### config.mk
export PLATFORM = sky130hd
export DESIGN_NAME = div_fp
export DESIGN_NICKNAME = d
export VERILOG_FILES = /design/src/rtl/fp_pkg.sv /design/src/rtl/sat_fp.sv /design/src/rtl/div_fp.sv
export SDC_FILE = /design/constraint.sdc
export NUM_CORES = 1
export LEC_CHECK = 0
export ABC_AREA = 1
export BUFFER_PORTS_ARGS = -buffer_cell sky130_fd_sc_hd__clkbuf_2
export CORE_UTILIZATION = 56
export CTS_BUF_LIST = sky130_fd_sc_hd__clkbuf_8
export CTS_CLUSTER_SIZE = 16
export DETAILED_ROUTE_END_ITERATION = 8
export PLACE_DENSITY_LB_ADDON = 0.1
export SLEW_MARGIN = 40
export SYNTH_ARGS = -nofsm -noshare
export SYNTH_HDL_FRONTEND = slang
export SYNTH_SLANG_ARGS = --single-unit
### constraint.sdc
create_clock -name clk -period 1.99 [get_ports clk]
set_input_delay 0.199 -clock clk [delete_from_list [all_inputs] [get_ports clk]]
set_output_delay 0.199 -clock clk [all_outputs]
set_load 0.05 [all_outputs]
### src/rtl/fp_pkg.sv
// Shared fixed-point helpers for the FFT datapath (mult_fp, div_fp, sat_fp).
// Holds the operation state encoding, Q-format width expressions and saturation constants.
package fp_pkg;

  typedef enum logic [1:0] {
    ST_IDLE = 2'd0,
    ST_CALC = 2'd1,
    ST_FIN  = 2'd2,
    ST_DONE = 2'd3
  } fp_state_e;

  function automatic int calc_iw(input int int_bit, input int frac_bit);
    return 1 + int_bit + frac_bit;
  endfunction

  function automatic int calc_ow(input int int_bit, input int frac_bit);
    return 1 + int_bit + frac_bit;
  endfunction

  // One quotient bit per dividend bit: magnitude plus the extra output fraction.
  function automatic int calc_n(input int iw, input int out_frac_bit);
    return iw + out_frac_bit;
  endfunction

  function automatic logic [63:0] max_pos(input int ow);
    return (64'd1 << (ow - 1)) - 64'd1;
  endfunction

  function automatic logic [63:0] most_neg(input int ow);
    return 64'd1 << (ow - 1);
  endfunction

endpackage

### src/rtl/sat_fp.sv
// Applies a sign to an unsigned magnitude and saturates into an OW-bit two's complement word.
// Purely combinational, no handshake; the caller registers the result.
module sat_fp
  import fp_pkg::*;
#(
  parameter int MW = 13,
  parameter int OW = 10
) (
  input  logic [MW-1:0] mag,
  input  logic          neg,
  output logic [OW-1:0] res
);

  localparam int WW = ((MW > OW) ? MW : OW) + 1;
  localparam logic [OW-1:0] MAX_POS  = OW'(max_pos(OW));
  localparam logic [OW-1:0] MOST_NEG = OW'(most_neg(OW));

  logic [WW-1:0] mag_w;
  logic [OW-1:0] mag_t;

  assign mag_w = WW'(mag);
  assign mag_t = OW'(mag);

  // Negative side reaches one step further: 2^(OW-1) itself is representable.
  always_comb begin
    res = mag_t;
    if (!neg) begin
      if (mag_w > WW'(MAX_POS)) res = MAX_POS;
    end else if (mag_w > WW'(MOST_NEG)) begin
      res = MOST_NEG;
    end else begin
      res = OW'(0) - mag_t;
    end
  end

endmodule

### src/rtl/div_fp.sv
// Signed fixed-point divider, restoring magnitude division at one quotient bit per cycle.
// Latency: accept -> out_valid after N+1 edges (2 edges when B is zero); one op in flight.
// Backpressure: result held in DONE until out_ready; in_ready only while IDLE.
module div_fp
  import fp_pkg::*;
#(
  parameter int in_frac_bit  = 5,
  parameter int in_int_bit   = 2,
  parameter int out_frac_bit = 5,
  parameter int out_int_bit  = 4,
  localparam int IW = calc_iw(in_int_bit, in_frac_bit),
  localparam int OW = calc_ow(out_int_bit, out_frac_bit)
) (
  input  logic          clk,
  input  logic          rst_n,
  input  logic          in_valid,
  output logic          in_ready,
  input  logic [IW-1:0] A,
  input  logic [IW-1:0] B,
  output logic          out_valid,
  input  logic          out_ready,
  output logic [OW-1:0] out,
  output logic          div_zero
);

  localparam int N  = calc_n(IW, out_frac_bit);
  localparam int CW = (N > 1) ? $clog2(N) : 1;

  fp_state_e     state;
  logic          sign;
  logic [IW-1:0] mag_b;
  logic [N-1:0]  dvd;
  logic [N-1:0]  quot;
  logic [IW:0]   rem;
  logic [CW-1:0] cnt;
  logic          dz;
  logic          dz_wait;

  logic [IW-1:0] mag_a_in;
  logic [IW-1:0] mag_b_in;
  logic [IW+1:0] trial;
  logic          q_bit;
  logic [N-1:0]  sat_mag;
  logic [OW-1:0] sat_res;

  assign in_ready = (state == ST_IDLE);

  // IW-bit unsigned magnitudes so that |-2^(IW-1)| fits.
  assign mag_a_in = A[IW-1] ? (IW'(0) - A) : A;
  assign mag_b_in = B[IW-1] ? (IW'(0) - B) : B;

  // Shift the next dividend bit into the remainder and try subtracting the divisor.
  assign trial = {rem, dvd[N-1]} - (IW + 2)'(mag_b);
  assign q_bit = ~trial[IW+1];

  // A zero divisor never shifts the dividend, so |dvd tells whether A was nonzero.
  assign sat_mag = dz ? {N{|dvd}} : quot;

  sat_fp #(
    .MW (N),
    .OW (OW)
  ) u_sat (
    .mag (sat_mag),
    .neg (sign),
    .res (sat_res)
  );

  always_ff @(posedge clk or negedge rst_n) begin
    if (!rst_n) begin
      state     <= ST_IDLE;
      sign      <= 1'b0;
      mag_b     <= '0;
      dvd       <= '0;
      quot      <= '0;
      rem       <= '0;
      cnt       <= '0;
      dz        <= 1'b0;
      dz_wait   <= 1'b0;
      out       <= '0;
      div_zero  <= 1'b0;
      out_valid <= 1'b0;
    end else begin
      case (state)
        ST_IDLE: begin
          if (in_valid) begin
            sign    <= A[IW-1] ^ B[IW-1];
            mag_b   <= mag_b_in;
            dvd     <= {mag_a_in, {out_frac_bit{1'b0}}};
            quot    <= '0;
            rem     <= '0;
            cnt     <= CW'(N - 1);
            dz      <= (B == '0);
            dz_wait <= (B == '0);
            state   <= (B == '0) ? ST_FIN : ST_CALC;
          end
        end
        ST_CALC: begin
          rem  <= q_bit ? trial[IW:0] : {rem[IW-1:0], dvd[N-1]};
          quot <= {quot[N-2:0], q_bit};
          dvd  <= {dvd[N-2:0], 1'b0};
          if (cnt == '0) state <= ST_FIN;
          else           cnt   <= cnt - 1'b1;
        end
        ST_FIN: begin
          // Divide-by-zero spends two cycles here so its result lands at accept+2.
          if (dz_wait) begin
            dz_wait <= 1'b0;
          end else begin
            out       <= sat_res;
            div_zero  <= dz;
            out_valid <= 1'b1;
            state     <= ST_DONE;
          end
        end
        ST_DONE: begin
          if (out_ready) begin
            out_valid <= 1'b0;
            state     <= ST_IDLE;
          end
        end
        default: state <= ST_IDLE;
      endcase
    end
  end

endmodule

==> results of run 1 <==
[cell families after synthesis]
logic type      after synthesis  share of synthesized area [%]
simple gates                237                           27.8
fa+ha+maj                    18                           6.20
buf+inv                      81                           8.40
xor+xnor                     19                           4.43
flops                        59                           39.3
compound gates               90                           13.9
[worst max-delay path by stage]
stage / endpoint / from / depth (start not counted)
2_1_floorplan: out[1]$_DFFE_PN0P_ / dvd[5]$_DFFE_PN0P_ / 15
3_3_place_gp: rem[6]$_DFFE_PN0P_ / dvd[12]$_DFFE_PN0P_ / 12
3_5_place_dp: rem[6]$_DFFE_PN0P_ / dvd[12]$_DFFE_PN0P_ / 12
4_1_cts: out[6]$_DFFE_PN0P_ / dvd[8]$_DFFE_PN0P_ / 14
5_1_grt: out[6]$_DFFE_PN0P_ / dvd[8]$_DFFE_PN0P_ / 14
6_report: out[9]$_DFFE_PN0P_ / dvd[8]$_DFFE_PN0P_ / 14
[critical path: cells and delay by family (launching register included)]
kind                       cells  cell delay (ns)
adders and majority gates      1             0.14
and+or+nand+nor               10             0.95
DFF                            1             0.40
AOI/OAI and AO/OA              1             0.23
buffers and inverters          2             0.19
[layout by cell type, fill, tap and decap left out, drive strengths merged, types with 16 or more instances in the layout]
cell,count
a21oi,16
buf,30
clkbuf,43
dfrtp,59
ha,17
inv,72
nand2,135
nand3,17
nor2,67
o21ai,43
o22ai,17
[area by class of cell]
class,instances,area (um2),share of cell area [%]
Sequential cell,59,1480,32.2
Multi-Input combinational cell,365,2150,46.9
Clock inverter,5,22.5,0.491
Tap cell,77,96.3,2.10
Timing Repair Buffer,64,439,9.57
Inverter,70,263,5.73
Clock buffer,10,138,3.00
[per-stage QoR]
stage / total power, uW / setup slack (ns) / setup TNS [ns] / hold slack [ns] / util [%]
2_1_floorplan: 5790 / -0.0565 / -0.292 / -0.0966 / -
6_report: 8680 / -0.0325 / -0.112 / 0.139 / 71.4
5_1_grt: 9500 / -0.197 / -1.73 / 0.172 / 71.4
3_3_place_gp: 6830 / 0.0290 / 0 / 0.399 / 64.1
3_5_place_dp: 6930 / -0.0399 / -0.0659 / 0.408 / 64.1
4_1_cts: 7900 / 0.0113 / 0 / 0.0451 / 66.8
[per-layer routing]
metal,vias up,part of all wire [%],track usage [%]
met2,72,48,42.9
met4,0,2.1,8.15
li1,1771,-,-
met3,16,4.0,6.33
met5,-,0,0
met1,1613,46,32.5
[repair_timing]
| action | 4_1_cts | 5_1_grt |
|---|---|---|
| hold buffers | 0 | 1 |
| setup endpoints to repair | 10 | 21 |
| pin swaps | 2 | 20 |
| gates resized for setup | 3 | 34 |
| cloned | 0 | 3 |
| buffers inserted | 0 | 12 |
| endpoints found under the hold margin | 0 | 59 |
[flip-flops by register name, indices dropped and copies added, names as in the netlist, 2 cells and up]
signal / flops
cnt: 4
dvd: 8
mag_b: 8
out: 10
quot: 13
rem: 9
state: 2
[power breakdown]
group,leakage [uW],switching [uW],internal (uW)
Clock,0.0000943,464,463
Sequential,0.000755,352,1690
Combinational,0.00147,3510,2200
==> metrics.csv, run 1 <==
metric,value,unit
Final Cycle Share,102,%
P_leak,0.00231,uW
antenna violations before repair,0,
RSZ-0062 raised after global routing,true,
Area Overhead vs Synth,22.2,%
Worst R2R Path Depth,14,
maxcap violations,0,
Post-synth top cells,"128 x nand2_1, 59 x dfrtp_1, 56 x inv_1",
Syn Std Cell Area,3750,um2
Post-synth EDFFs,0,
row cnt,29,
CTS max path bufs,2,
Synth Instances,504,
core area,6420,um2
VDD IR max,907,uV
Detail Placement HPWL,5790,um
hold_sp,B[0],
failing checks,"design-rule violations, negative setup slack",
total global routing track utilization,25.6,%
TritonCTS Buffers,9,
Antenna Nets Post-Route,0,
Post-Syn Nets,542,
largest net degree at the start of global routing,60,
via count,3472,
worst r2r src,dvd[8]$_DFFE_PN0P_,
max incr delay on CP,0.40,ns
Die Height,83.9,um
CTS tree,done,
share of flip-flops with an asynchronous set or reset,100,%
"Top FF cell, synth",dfrtp_1,
Post-Syn Area per Cell,7.45,um2
vias in the first global route,3302,
top post-synthesis cells by area,"dfrtp_1 39%, nand2_1 13%, ha_1 5.7%",
Slew headroom,64.0,%
worst setup margin,-0.0325,ns
Iter 0 DRT Violations,212,
Port Buffers,32,
run status,"complete, but fails checks",
WHS Path Cells,3,
worst skew pair latency,0.34,ns
CP cell instances,nor2_1 -> nand2_1 -> o21ai_4 -> nand2_4 -> inv_2 -> ha_4 -> nand3_4 -> nor2_4 -> nand3_2 -> nand2_4 -> buf_4 -> nand3_1 -> nand2_1 -> nand2_1,
CTS H-tree lvls,3,
crit path DAT,2.26,ns
Die Footprint,7040,um2
Yosys warnings,0,
worst hold path class,primary input to flop,
max-slew violations,0,
drt total wl,8550,um
"Slowest-stage cell, CP",dfrtp_1,
drt first pass iters,6,
Hold Fails Final Rpt,0,
Ant. Diodes,0,
Setup CP Type,flop to flop,
Worst setup EP type,flop,
Reg2Reg Capture Point,out[9]$_DFFE_PN0P_,
number of remaining DRC errors,2,
Final Instance Area,4590,um2
Synth top area share,39.3,%
# clock sinks,59,
"Max FO, Critical Path",3,
PD cells,1890,nW/um2
transition time at the pin with the least slew margin,0.540,ns
routed length per instance,13.1,um
synth unique cells,36,
Critical Path Source Type,flop,
Starting Density,58.5,%
r2r setup slk,-0.03,ns
grt ovf,0,
most frequent cell after synthesis,nand2_1,
Placed Area,4120,um2
Final Setup Violations,8,
Ports,33,
# placed instances,619,
register area share after synthesis,39.3,%
Worst Hold Endpoint,mag_b[0]$_DFFE_PN0P_,
fraction of layout cells with a size suffix above 1,25.3,%
NumNets Final,607,
post-synth top area cell,dfrtp_1,
fillers,503,
Worst EP required,2.23,ns
Final Non-Filler Cells,650,
clk_skew,0.00984,ns
#FFs+latches synth,59,
Achievable Freq,494,MHz
Final Critical Period,2.02,ns
die span in x,83.9,um
clk root buf,clkbuf_8,
gpl congestion,0.838,
critical path's most frequent cell,nand2_1,
Via density,5.34,
clk slew on worst S/H paths,0.07,ns
first-pass GRT wire length,14400,um
Power figures use the tool's default switching activity.
==> run 2, diff against run 1 <==
--- a/config.mk
+++ b/config.mk
@@ -5,7 +5,7 @@
 export SDC_FILE = /design/constraint.sdc
 export NUM_CORES = 1
 export LEC_CHECK = 0
-export ABC_AREA = 1
+export ABC_AREA = 0
 export BUFFER_PORTS_ARGS = -buffer_cell sky130_fd_sc_hd__clkbuf_2
 export CORE_UTILIZATION = 56
 export CTS_BUF_LIST = sky130_fd_sc_hd__clkbuf_8
@@ -15,4 +15,5 @@
 export SLEW_MARGIN = 40
 export SYNTH_ARGS = -nofsm -noshare
 export SYNTH_HDL_FRONTEND = slang
+export SYNTH_HIERARCHICAL = 1
 export SYNTH_SLANG_ARGS = --single-unit
==> metrics.csv, run 2 <==
metric,value,unit
PD cells,1780,nW/um2
"Top FF cell, synth",dfrtp_1,
fillers,441,
internal power,5280,uW
Worst setup EP type,flop,
failing checks,negative setup slack,
Biggest register,quot,
Clk network pwr share,10.1,%
drt total wl,10100,um
Iter 0 DRT Violations,202,
synth unique cells,65,
Final Total Pwr,9410,uW
row cnt,30,
Post-synth top cells,"64 x o21ai_0, 59 x dfrtp_1, 52 x nand2_1",
Synth Instances,442,
WHS,0.137,ns
drt first pass iters,5,
Final Setup Violations,20,
Achievable Freq,338,MHz
NumNets Final,595,
Hold Fails Final Rpt,0,
first-pass GRT wire length,16500,um
VDD IR max,1080,uV
Final Cycle Share,149,%
Ant. Diodes,0,
Final Critical Period,2.96,ns
Slew headroom,67.2,%
CTS H-tree lvls,3,
share of flip-flops with an asynchronous set or reset,100,%
crit path from,dvd[7]$_DFFE_PN0P_,
setup_tns,-10.56,ns
Reg2Reg Capture Point,out[9]$_DFFE_PN0P_,
WL met1,4270,um
"commonest non-fill, non-tap cell in the layout",buf_4,
Starting Density,57.6,%
via count,3695,
grt ovf,0,
worst r2r src,dvd[7]$_DFFE_PN0P_,
P_leak,0.00253,uW
hold_sp,B[0],
clk_skew,0.00820,ns
post-synth top area cell,dfrtp_1,
Critical Path Source Type,flop,
max reg flops,13,
largest net degree at the start of global routing,60,
antenna violations before repair,0,
Ports,33,
Worst Hold Endpoint,mag_b[0]$_DFFE_PN0P_,
Area Overhead vs Synth,36.1,%
core area,6760,um2
Worst EP required,2.22,ns
worst setup margin,-0.972,ns
Die Footprint,7290,um2
register area share after synthesis,37.9,%
P_sw,4140,uW
Comb pwr share,69.0,%
transition time at the pin with the least slew margin,0.492,ns
DR WL met3,364,um
top post-synthesis cells by area,"dfrtp_1 38%, o21ai_0 8.2%, ha_1 5.5%",
# clock sinks,59,
Post-synth EDFFs,0,
Die Height,85.4,um
"Max FO, Critical Path",8,
routed length per instance,15.7,um
Antenna Nets Post-Route,0,
Syn Std Cell Area,3890,um2
Synth top area share,37.9,%
total global routing track utilization,28.9,%
RSZ-0062 raised after global routing,true,
vias in the first global route,3584,
most frequent cells in the layout,"80 x buf_4, 59 x dfrtp_1, 52 x nand2_1, 46 x o21ai_0, 35 x inv_1",
DR top layer,met4,
die span in x,85.4,um
crit path DAT,3.19,ns
gpl congestion,0.849,
max-slew violations,0,
Detail Placement HPWL,6640,um
clk slew on worst S/H paths,0.07,ns
number of remaining DRC errors,0,
clk root buf,clkbuf_8,
Post-Syn Nets,480,
worst skew pair latency,0.34,ns
Via density,5.76,
Seq pwr share,20.9,%
Post-Syn Area per Cell,8.81,um2
DR WL met2,5350,um
r2r setup slk,-0.97,ns
run status,"complete, but fails checks",
Setup CP Type,flop to flop,
#FFs+latches synth,59,
Yosys warnings,6,
Regs by FF count,"quot x13, out x10, rem x9",
CTS max path bufs,2,
worst hold path class,primary input to flop,
maxcap violations,0,
Port Buffers,32,
switching share of power,43.9,%
CTS tree,done,
TritonCTS Buffers,9,
most frequent cell after synthesis,o21ai_0,
fraction of layout cells with a size suffix above 1,37.6,%
Worst R2R Path Depth,9,
WHS Path Cells,3,
[run 2: cell count changes in the layout (fill, tap and decap cells not counted), moves of 12 or more]
cell,delta
buf_4,+54
inv_1,-18
inv_2,-16
mux2i_1,+12
nand2_1,-70
nor2_1,-33
nor2_2,-12
o21ai_0,+19
o22ai_1,-16
[run 2: stage by stage]
step | area (um2) | utilization (%) | std cells | setup slack (ns)
after CTS | 5220 | 77.3 | 638 | -0.920
after floorplan | 4020 | - | 442 | -0.989
after detailed placement | 4780 | 70.8 | 608 | -0.990
after global routing | 5300 | 78.4 | 641 | -1.05
after global placement | 4780 | 70.8 | 608 | -0.942
final | 5300 | 78.4 | 641 | -0.972
[run 2: power by group through the flow]
stage,clock [uW],sequential (uW),combinational (uW)
2_1_floorplan,0,2200,3490
3_3_place_gp,0,1920,5370
3_5_place_dp,0,1950,5510
4_1_cts,953,1940,6300
5_1_grt,1010,2010,7030
6_report,952,1970,6490
[run 2: final cells by class]
cell class	instances	area (um2)	area share, %
multi-input combinational	325	2500	47.1
sequential	59	1480	27.9
timing repair buffer	125	923	17.4
inverter	37	141	2.67
clock buffer	10	138	2.60
tap	80	100	1.89
clock inverter	5	22.5	0.425
[run 2: worst max path at each step]
stage,to
floorplan,out[9]$_DFFE_PN0P_
global placement,out[9]$_DFFE_PN0P_
detailed placement,out[9]$_DFFE_PN0P_
CTS,out[3]$_DFFE_PN0P_
global route,out[9]$_DFFE_PN0P_
finish,out[9]$_DFFE_PN0P_
[run 2: timing repair]
item | in CTS | in global routing
resized for setup | 42 | 18
pin swaps | 20 | 15
setup buffers | 14 | 5
hold buffers | 1 | 0
endpoints found under the setup margin | 20 | 20
hold endpoints to repair | 59 | 0
cloned | 1 | 0
[run 2: kinds of logic (layout without fill, tap and decap cells)]
| kind of cell | after synthesis | in the layout | synth area share (%) |
|---|---|---|---|
| adders and majority gates | 18 | 18 | 5.98 |
| buffers and inverters | 58 | 177 | 5.82 |
| DFF | 59 | 59 | 37.9 |
| muxes | 25 | 25 | 6.78 |
| xor gates and xnor gates | 16 | 16 | 4.08 |
| AOI/OAI and AO/OA | 129 | 129 | 21.5 |
| and+or+nand+nor | 137 | 137 | 17.9 |
[run 2: layer usage]
metal,vias up,global-route usage [%]
li1,1806,-
met1,1793,36.7
met2,85,51.0
met3,11,3.60
met4,0,9.85
met5,-,0
[run 2: critical path, cell delays in order (launching register included)]
cell	delay [ns]
dfrtp_1	0.38
or4_4	0.55
o21ai_4	0.19
buf_6	0.16
o21ai_4	0.06
or4_4	0.57
o31ai_4	0.35
a21boi_2	0.10
a31o_2	0.22
mux2_4	0.25
